<file path="src/rtl/tensor_core_pkg.sv">
// Shared arbitration types and the round-robin index helper for the SRAM port arbiter.
package tensor_core_pkg;

  typedef enum logic {
    IDLE  = 1'b0,
    OWNED = 1'b1
  } arb_state_e;

  // Index that lies offset positions after base, wrapping at n (offset is at most n).
  function automatic int rr_wrap(input int base, input int offset, input int n);
    int sum;
    sum = base + offset;
    if (sum >= n) begin
      return sum - n;
    end else begin
      return sum;
    end
  endfunction

endpackage

</file>
<file path="src/rtl/rr_pick.sv">
// Combinational round-robin picker: the first set bit of req_mask searching upward from
// last_idx+1, wrapping, with last_idx itself examined last.
module rr_pick
  import tensor_core_pkg::*;
#(
  parameter int N  = 3,
  parameter int IW = (N > 1) ? $clog2(N) : 1
) (
  input  logic [N-1:0]  req_mask,
  input  logic [IW-1:0] last_idx,
  output logic [N-1:0]  gnt_oh,
  output logic [IW-1:0] gnt_idx,
  output logic          found
);

  logic [IW-1:0] cand_s;
  logic          hit_s;

  // Walk the candidates in priority order and latch the first requesting one.
  always_comb begin
    gnt_oh  = {N{1'b0}};
    gnt_idx = {IW{1'b0}};
    found   = 1'b0;
    cand_s  = {IW{1'b0}};
    hit_s   = 1'b0;
    for (int i = 1; i <= N; i++) begin
      cand_s          = IW'(rr_wrap(int'(last_idx), i, N));
      hit_s           = ~found & req_mask[cand_s];
      gnt_idx         = hit_s ? cand_s : gnt_idx;
      gnt_oh[cand_s]  = gnt_oh[cand_s] | hit_s;
      found           = found | hit_s;
    end
  end

endmodule

</file>
<file path="src/rtl/sram_port_arbiter.sv">
// Shares one single-port SRAM among NUM_REQ requesters with round-robin grants and
// bounded lock-based ownership; the SRAM itself lives in the parent.
module sram_port_arbiter
  import tensor_core_pkg::*;
#(
  parameter int NUM_REQ    = 3,
  parameter int ADDR_WIDTH = 4,
  parameter int DATA_WIDTH = 8,
  parameter int MAX_LOCK   = 8
) (
  input  logic                          clk,
  input  logic                          rst_n,
  input  logic [NUM_REQ-1:0]            req,
  input  logic [NUM_REQ-1:0]            lock,
  input  logic [NUM_REQ-1:0]            we,
  input  logic [NUM_REQ*ADDR_WIDTH-1:0] addr,
  input  logic [NUM_REQ*DATA_WIDTH-1:0] din,
  output logic [NUM_REQ-1:0]            gnt,
  output logic [NUM_REQ-1:0]            rvalid,
  output logic [DATA_WIDTH-1:0]         rdata,
  output logic                          mem_cs,
  output logic                          mem_we,
  output logic [ADDR_WIDTH-1:0]         mem_addr,
  output logic [DATA_WIDTH-1:0]         mem_din,
  input  logic [DATA_WIDTH-1:0]         mem_dout
);

  localparam int IW = (NUM_REQ > 1) ? $clog2(NUM_REQ) : 1;
  localparam int CW = $clog2(MAX_LOCK + 1);

  arb_state_e            state_r;
  logic [IW-1:0]         owner_r;
  logic [IW-1:0]         last_owner_r;
  logic [NUM_REQ-1:0]    gnt_r;
  logic [NUM_REQ-1:0]    rvalid_r;
  logic [CW-1:0]         lock_cnt_r;

  logic [ADDR_WIDTH-1:0] addr_a_s [NUM_REQ];
  logic [DATA_WIDTH-1:0] din_a_s  [NUM_REQ];
  logic                  beat_s;
  logic                  rd_beat_s;
  logic                  force_s;
  logic                  keep_s;
  logic [NUM_REQ-1:0]    pick_mask_s;
  logic [NUM_REQ-1:0]    pick_oh_s;
  logic [IW-1:0]         pick_idx_s;
  logic                  pick_found_s;

  for (genvar g = 0; g < NUM_REQ; g++) begin : g_unpack
    assign addr_a_s[g] = addr[g*ADDR_WIDTH +: ADDR_WIDTH];
    assign din_a_s[g]  = din[g*DATA_WIDTH +: DATA_WIDTH];
  end

  assign beat_s    = (state_r == OWNED) & req[owner_r];
  assign rd_beat_s = beat_s & ~we[owner_r];

  // The current owner is masked out, so in OWNED a hit means another requester waits.
  assign pick_mask_s = req & ~gnt_r;
  assign force_s     = (lock_cnt_r >= CW'(MAX_LOCK - 1)) & pick_found_s;
  assign keep_s      = beat_s & lock[owner_r] & ~force_s;

  rr_pick #(
    .N  (NUM_REQ),
    .IW (IW)
  ) u_rr_pick (
    .req_mask (pick_mask_s),
    .last_idx (last_owner_r),
    .gnt_oh   (pick_oh_s),
    .gnt_idx  (pick_idx_s),
    .found    (pick_found_s)
  );

  assign mem_cs   = beat_s;
  assign mem_we   = beat_s & we[owner_r];
  assign mem_addr = addr_a_s[owner_r];
  assign mem_din  = din_a_s[owner_r];
  assign rdata    = mem_dout;
  assign gnt      = gnt_r;
  assign rvalid   = rvalid_r;

  // Ownership FSM with registered grant, read-valid and lock-beat counter.
  always_ff @(posedge clk or negedge rst_n) begin
    if (!rst_n) begin
      state_r      <= IDLE;
      owner_r      <= {IW{1'b0}};
      last_owner_r <= IW'(NUM_REQ - 1);
      gnt_r        <= {NUM_REQ{1'b0}};
      rvalid_r     <= {NUM_REQ{1'b0}};
      lock_cnt_r   <= {CW{1'b0}};
    end else begin
      rvalid_r <= rd_beat_s ? gnt_r : {NUM_REQ{1'b0}};
      case (state_r)
        IDLE: begin
          if (pick_found_s) begin
            state_r      <= OWNED;
            owner_r      <= pick_idx_s;
            last_owner_r <= pick_idx_s;
            gnt_r        <= pick_oh_s;
            lock_cnt_r   <= {CW{1'b0}};
          end else begin
            gnt_r      <= {NUM_REQ{1'b0}};
            lock_cnt_r <= {CW{1'b0}};
          end
        end
        OWNED: begin
          if (keep_s) begin
            if (lock_cnt_r != CW'(MAX_LOCK)) begin
              lock_cnt_r <= lock_cnt_r + CW'(1);
            end else begin
              lock_cnt_r <= lock_cnt_r;
            end
          end else if (pick_found_s) begin
            owner_r      <= pick_idx_s;
            last_owner_r <= pick_idx_s;
            gnt_r        <= pick_oh_s;
            lock_cnt_r   <= {CW{1'b0}};
          end else begin
            state_r    <= IDLE;
            gnt_r      <= {NUM_REQ{1'b0}};
            lock_cnt_r <= {CW{1'b0}};
          end
        end
        default: begin
          state_r    <= IDLE;
          gnt_r      <= {NUM_REQ{1'b0}};
          lock_cnt_r <= {CW{1'b0}};
        end
      endcase
    end
  end

endmodule
</file>
<file path="config.mk">
export PLATFORM = sky130hd
export DESIGN_NAME = sram_port_arbiter
export DESIGN_NICKNAME = d
export VERILOG_FILES = /design/src/rtl/tensor_core_pkg.sv /design/src/rtl/rr_pick.sv /design/src/rtl/sram_port_arbiter.sv
export SDC_FILE = /design/constraint.sdc
export NUM_CORES = 1
export LEC_CHECK = 0
export CAP_MARGIN = 40
export CORE_ASPECT_RATIO = 0.5
export CORE_MARGIN = 2
export CORE_UTILIZATION = 25
export DETAILED_ROUTE_END_ITERATION = 8
export PLACE_DENSITY = 0.58
export REMOVE_ABC_BUFFERS = 1
export SETUP_SLACK_MARGIN = 0.05
export SYNTH_ARGS = -nofsm -noshare
export SYNTH_HDL_FRONTEND = slang
export SYNTH_SLANG_ARGS = --single-unit
</file>
<file path="constraint.sdc">
create_clock -name clk -period 3.1 [get_ports clk]
set_input_delay 0.62 -clock clk [delete_from_list [all_inputs] [get_ports clk]]
set_output_delay 0.62 -clock clk [all_outputs]
set_load 0.01 [all_outputs]
</file>
==> key figures, run 1 <==
Critical path
  – Buf/Inv on CP: 2
  – CP arrival: approximately 2300 ps
  – CP required: between 2000 and 2500 ps
  – RR Endpoint: gnt[2]
  – Setup crit end kind: primary output
  – CP startpoint: req[0]
  – Most used cell, CP: clkdlybuf4s50_1
  – Critical path endpoint: mem_we
  – CP max stage delay: 540 ps
  – CP top delay family: buffers and inverters
  – CP Max Fanout: 5
  – FF-to-FF Start: last_owner_r[1]
  – Crit Path Class: in -> out
  – Startpoint types: primary input
  – R2r setup slk: 640 ps
  – Critical path, cell by cell: clkdlybuf4s50_1 > mux2i_1 > o21ai_1 > nand2_1 > nor2_1 > clkdlybuf4s50_1
  – Critical-path top delay cell: clkdlybuf4s50_1
  – Critical path depth: 6
  – FF-to-FF path depth: 8

Yosys
  – Top_reg_cell synth: dfrtp_1
  – Cell area after synthesis: 1450 sq um
  – Post-synth ARST share: 100.0%
  – Avg Cell Area, Syn: 7.968 sq um
  – Post-synthesis register bit count: 14
  – Mapped Cells: 182
  – Sequential fraction of the synthesis area: 24.25%
  – Number of synthesized flops with an enable pin: 0
  – YS warnings: 0
  – Distinct cells, synth: 46

Drt
  – Via count: 1,516
  – Iteration-0 DRC Markers: 111
  – Pre-Repair DR Iteration Count: 4
  – Residual DRC count: 0
  – Final wirelength: about 4.4 mm
  – Detail-routed via count per cell: about 4.8
  – Avg WL per Cell: 13.96 um
  – Antenna-violating nets left: 0

Clock network
  – CTS tree: yes
  – Skew-Pair Late Insertion Delay: 240 ps
  – Clock-pin slew on the worst setup and hold paths: 50 ps
  – Post-CTS resize count: 0
  – Postcts setup bufs: 0
  – Sink Count: 14
  – Cts bufs inserted: 3
  – Clock Path Buffers: 2
  – Root Buffer: clkbuf_16
  – Hold buffers post-CTS: 0
  – H-tree levels: 1

Global routing
  – Global-route wire length before repair: 7.189 mm
  – GR Util All Layers: 13.53%
  – Vias in the first global route: 1,461
  – Overflow after GRT: 0
  – Antenna violations before repair: 0
  – Largest net degree at the start of global routing: 24

Pwr
  – Sequential Power Share: 16.6%
  – Leakage: 0.0009031 uW
  – Combinational power share: 68.8%
  – Peak VDD IR: 0.3363 mV
  – Sw frac: 43.03%
  – Final Power: 1828 uW
  – Internal cell power: 1041 uW
  – Switch Pwr: 786.4 uW
  – Cell Pwr Density: roughly 820 nW/um^2
  – Power share of the clock group: 14.7%

Layout
  – Antenna Cells: 0
  – Final Core Density: 40.39%
  – Share of layout cells above drive strength 1: 7.884%
  – Fin nets: 302
  – Area Overhead vs Synth: 54.27%

Timing
  – Tmin final: approximately 2900 ps
  – Worst clock skew: 1.064 ps
  – Final period util: 92.61%
  – Setup TNS: 0 ps
  – Final Hold Vio Count: 0
  – Fin. max-slew vios: 0
  – RSZ-0062 raised after global routing: false
  – Relative slew margins: 56.94%
  – Setup violators final: 0
  – Worst-margin pin slew: 643.9 ps
  – Fmax: 0.3483 GHz

Floorplan
  – Core area: ~5500 sq um
  – Die width: ~110 um
  – Rows: 19
  – Die H: 57.86 um
  – Initial core utilization: 26.18%
  – I/O pin cnt: 83
  – Die ar.: 6463 sq um

Job
  – MaxCap Viol Count: 0

Hold path
  – Path category of the worst min-delay check: reg -> reg

Placement
  – Gp weighted congestion: 0.8265
  – Port Buffers: 66
  – DP HPWL: approximately 3.5 mm

Outcome
  – Status: complete, no violations
-- layout by cell type, fill, tap and decap left out, types with 2 or more instances in the layout --
master,count
and4b_1,2
clkbuf_16,3
a31oi_1,2
nor3b_1,3
nor2_1,14
nor4b_1,2
dfrtp_1,13
inv_1,9
o21ai_1,2
nor3_1,3
buf_4,6
o21ai_0,17
nand3b_1,3
a21o_1,2
mux2i_1,16
ha_1,5
o211ai_1,4
nor3_2,2
nand3_1,2
nand2b_1,5
a21boi_1,2
clkdlybuf4s50_1,66
a21oi_1,8
o221ai_2,2
nand4_1,2
nor2b_1,3
nand2_1,23
-- routing by layer --
metal,global-route usage (%),share of wire (%)
met5,0,0
met3,3.347,4.3
met1,17.26,46
met2,23.90,49
met4,2.469,1.0
-- final cells by class --
class / count / area [sq um]
Clock buffer: 4 / 88.84
Fill cell: 555 / 3302
Inverter: 10 / 37.54
Multi-Input combinational cell: 141 / 962.2
Sequential cell: 14 / 351.6
Tap cell: 73 / 91.34
Timing Repair Buffer: 72 / 705.7
-- power groups by stage --
stage          clock (uW)  sequential [uW]  combinational [uW]
6_report              268              303                1260
5_1_grt               285              313                1380
4_1_cts               270              304                1270
3_5_place_dp            0              307                1260
3_3_place_gp            0              304                1250
2_1_floorplan           0              332                 732
-- Yosys cell counts, types with 3 or more instances --
cell type	count	area, sq um
buf_4	8	60.06
nor2_1	14	52.55
nor3_1	3	15.01
nor3b_1	3	22.52
ha_1	5	62.56
mux2i_1	16	160.2
o211ai_1	4	30.03
nand2b_1	5	31.28
o21ai_0	17	85.08
dfrtp_1	13	325.3
a21oi_1	8	40.04
nand3b_1	3	22.52
clkbuf_1	5	18.77
nand2_1	23	86.33
inv_1	9	33.78
nor2b_1	3	18.77
buf_2	4	20.02
-- through the flow --
step,setup slack (ps),hold WS (ps),instance area (sq um),std cells
after floorplan,650.7,324.4,1351,165
after CTS,200.3,537.7,2237,314
after detailed placement,212.7,524.9,2148,310
after global placement,223.5,524.8,2148,310
after global routing,108.1,566.0,2237,314
final,229.0,530.1,2237,314
-- worst register-to-register path, stage by stage (launching register included) --
cell and delay, ps:
dfstp_2 520, inv_1 60, ha_1 400, nor4bb_1 210
buf_4 160, nor4_4 370, nand3b_2 170, a21o_1 280
o221ai_2 190
-- state kept, by name, summed over array words and instances (netlist names) --
signal,count
rvalid,3
lock_cnt_r,4
last_owner_r,2
state_r,1
owner_r,1
gnt,3
-- kinds of logic after synthesis --
family,after synthesis,synth area share (%)
muxes,16,11.04
and+or+nand+nor,74,30.03
buffers and inverters,27,9.405
DFF,14,24.25
xor gates and xnor gates,1,0.6041
AOI/OAI and AO/OA,45,20.36
adders and majority gates,5,4.314
-- worst min-delay path by stage --
stage | startpoint | cells past startpoint | to
4_1_cts | last_owner_r[1] | 2 | last_owner_r[1]
5_1_grt | last_owner_r[1] | 2 | last_owner_r[1]
3_3_place_gp | last_owner_r[1] | 2 | last_owner_r[1]
6_report | last_owner_r[1] | 2 | last_owner_r[1]
3_5_place_dp | last_owner_r[1] | 2 | last_owner_r[1]
2_1_floorplan | rst_n | 0 | gnt[0]
Note: power is estimated with default switching activity, not from simulation.
==> run 2: changes to the inputs <==
PLACE_DENSITY = 0.55   (was 0.58)
==> run 2 against run 1 <==
Effect of this change: clock-buffer cell count stayed put; maximum frequency is 0.13% lower; final cell count is 0.64% lower; first-iteration DRC count is 39% lower; worst hold slack worse by 7.3 ps; die area stayed put; power is 1.0% lower; largest cell class unchanged; final area is 0.67% lower; routed wire length is 0.21% higher; worst setup slack worse by 3.9 ps.
==> key figures, run 2 (same netlist as run 1, synthesis figures left out) <==
Layout
  – Fin nets: 300
  – Area Overhead vs Synth: 53.24%
  – Fillers: 565
  – Most flops, register: lock_cnt_r
  – Leading cell type in the layout, fill and taps excluded: clkdlybuf4s50_1
  – FF+latch area: between 300 and 400 sq um
  – Max FFs per register: 4
  – Most frequent cells in the layout: clkdlybuf4s50_1, nand2_1, o21ai_0, mux2i_1, nor2_1
  – Final Core Density: 40.12%
  – Multi-input gate area: approximately 960 sq um
  – Share of layout cells above drive strength 1: 7.113%
  – Antenna Cells: 0

Drt
  – Final wirelength: 4.392 mm
  – Residual DRC count: 0
  – Detail-routed via count per cell: 5.019
  – Via count: between 1,500 and 2,000
  – Iteration-0 DRC Markers: 68
  – Avg WL per Cell: between 10 and 15 um
  – Antenna-violating nets left: 0
  – Pre-Repair DR Iteration Count: 5

Global routing
  – Vias in the first global route: 1,474
  – Antenna violations before repair: 0
  – Overflow after GRT: 0
  – Largest net degree at the start of global routing: 23
  – Global-route wire length before repair: 7.362 mm
  – GR Util All Layers: 14.02%

Timing
  – Fin. max-slew vios: 0
  – Relative slew margins: 59.15%
  – Worst clock skew: 3.895 ps
  – Final period util: between 90 and 100%
  – Final Hold Vio Count: 0
  – Tmin final: approximately 2900 ps
  – Fmax: 0.3478 GHz
  – RSZ-0062 raised after global routing: false
  – Setup TNS: 0 ps
  – Worst-margin pin slew: 610.8 ps
  – Setup violators final: 0

Clock network
  – Clock-pin slew on the worst setup and hold paths: 50 ps
  – Sink Count: 14
  – CTS tree: yes
  – Hold buffers post-CTS: 0
  – H-tree levels: 1
  – Postcts setup bufs: 0
  – Clock Path Buffers: 2
  – Cts bufs inserted: 3
  – Root Buffer: clkbuf_16
  – Skew-Pair Late Insertion Delay: 240 ps
  – Post-CTS resize count: 0

Outcome
  – Status: complete, no violations

Pwr
  – Leakage: 0.0008929 uW
  – Cell Pwr Density: 814.2 nW/um^2
  – Peak VDD IR: 0.2693 mV

Critical path
  – CP required: 2480 ps
  – Most used cell, CP: clkdlybuf4s50_1
  – CP Max Fanout: 5
  – CP arrival: 2250 ps
  – Critical-path top delay cell: clkdlybuf4s50_1
  – FF-to-FF path depth: 7
  – Critical path, cell by cell: clkdlybuf4s50_1 > mux2i_1 > o21ai_1 > nand2_1 > nor2_1 > clkdlybuf4s50_1
  – Startpoint types: primary input
  – CP max stage delay: 540 ps
  – Setup crit end kind: primary output
  – Crit Path Class: in -> out

Placement
  – Port Buffers: 66
  – DP HPWL: roughly 3.6 mm
  – Gp weighted congestion: 0.8362

Hold path
  – Path category of the worst min-delay check: reg -> reg
  – Hold depth: 2

Floorplan
  – Initial core utilization: approximately a quarter
  – Rows: 19
  – Die width: 111.7 um
  – Core area: 5539 sq um
  – I/O pin cnt: 83
  – Die H: 57.86 um
  – Die ar.: 6463 sq um

Job
  – MaxCap Viol Count: 0
==> run 2: cell types whose count changed in the layout (fill, tap and decap cells not counted) <==
cell	before	now
buf_4	6	4
==> run 2: area by class of cell <==
type,instances,area share (%)
multi-input combinational,141,43.30
timing repair buffer,70,31.08
sequential,14,15.82
tap,73,4.110
clock buffer,4,3.998
inverter,10,1.689
==> run 2: metrics by stage <==
stage / worst slack [ps] / cells / power (uW) / instance area (sq um) / hold slack, ps
6_report: 225.1 / 312 / 1809 / 2222 / 522.8
5_1_grt: 114.8 / 312 / 1965 / 2222 / 562.1
4_1_cts: 213.0 / 312 / 1820 / 2222 / 530.3
3_5_place_dp: 220.8 / 308 / 1543 / 2133 / 523.6
3_3_place_gp: 241.0 / 308 / 1538 / 2133 / 514.0
2_1_floorplan: 650.7 / 165 / 1065 / 1351 / 324.4
==> run 2: power by group <==
group	internal, uW	leakage (uW)	switching [uW]
Combinational	590	0.000666	645
Sequential	238	0.000183	68.6
Clock	195	0.0000442	73.5
==> run 2: final timing paths <==
check | startpoint | endpoint | slack, ps
min in group asynchronous | rst_n | rvalid[2] | 760
worst min-delay path | last_owner_r[1] | last_owner_r[1] | 520
max in group asynchronous | rst_n | rvalid[0] | 1940
worst max-delay path | req[0] | mem_we | 230
worst min register to register | last_owner_r[1] | last_owner_r[1] | 520
worst max register to register | last_owner_r[1] | gnt[1] | 560
==> run 2: per-layer routing <==
metal	routed length (um)	vias up	track usage, %
li1	-	762	-
met1	1999	747	17.70
met2	2179	57	25.28
met3	213	0	3.766
met4	0	0	1.587
met5	0	-	0
==> run 2: worst max-delay path, delay by kind of cell <==
| family | cells | cell delay, ps |
|---|---|---|
| AOI/OAI and AO/OA | 1 | 250 |
| buffers and inverters | 2 | 1060 |
| muxes | 1 | 90 |
| and+or+nand+nor | 2 | 230 |
==> run 3: changes to the inputs <==
SETUP_SLACK_MARGIN = not set   (was 0.05)
==> results of run 3 <==
Final layout, timing and power as in run 2 (identical DEF).
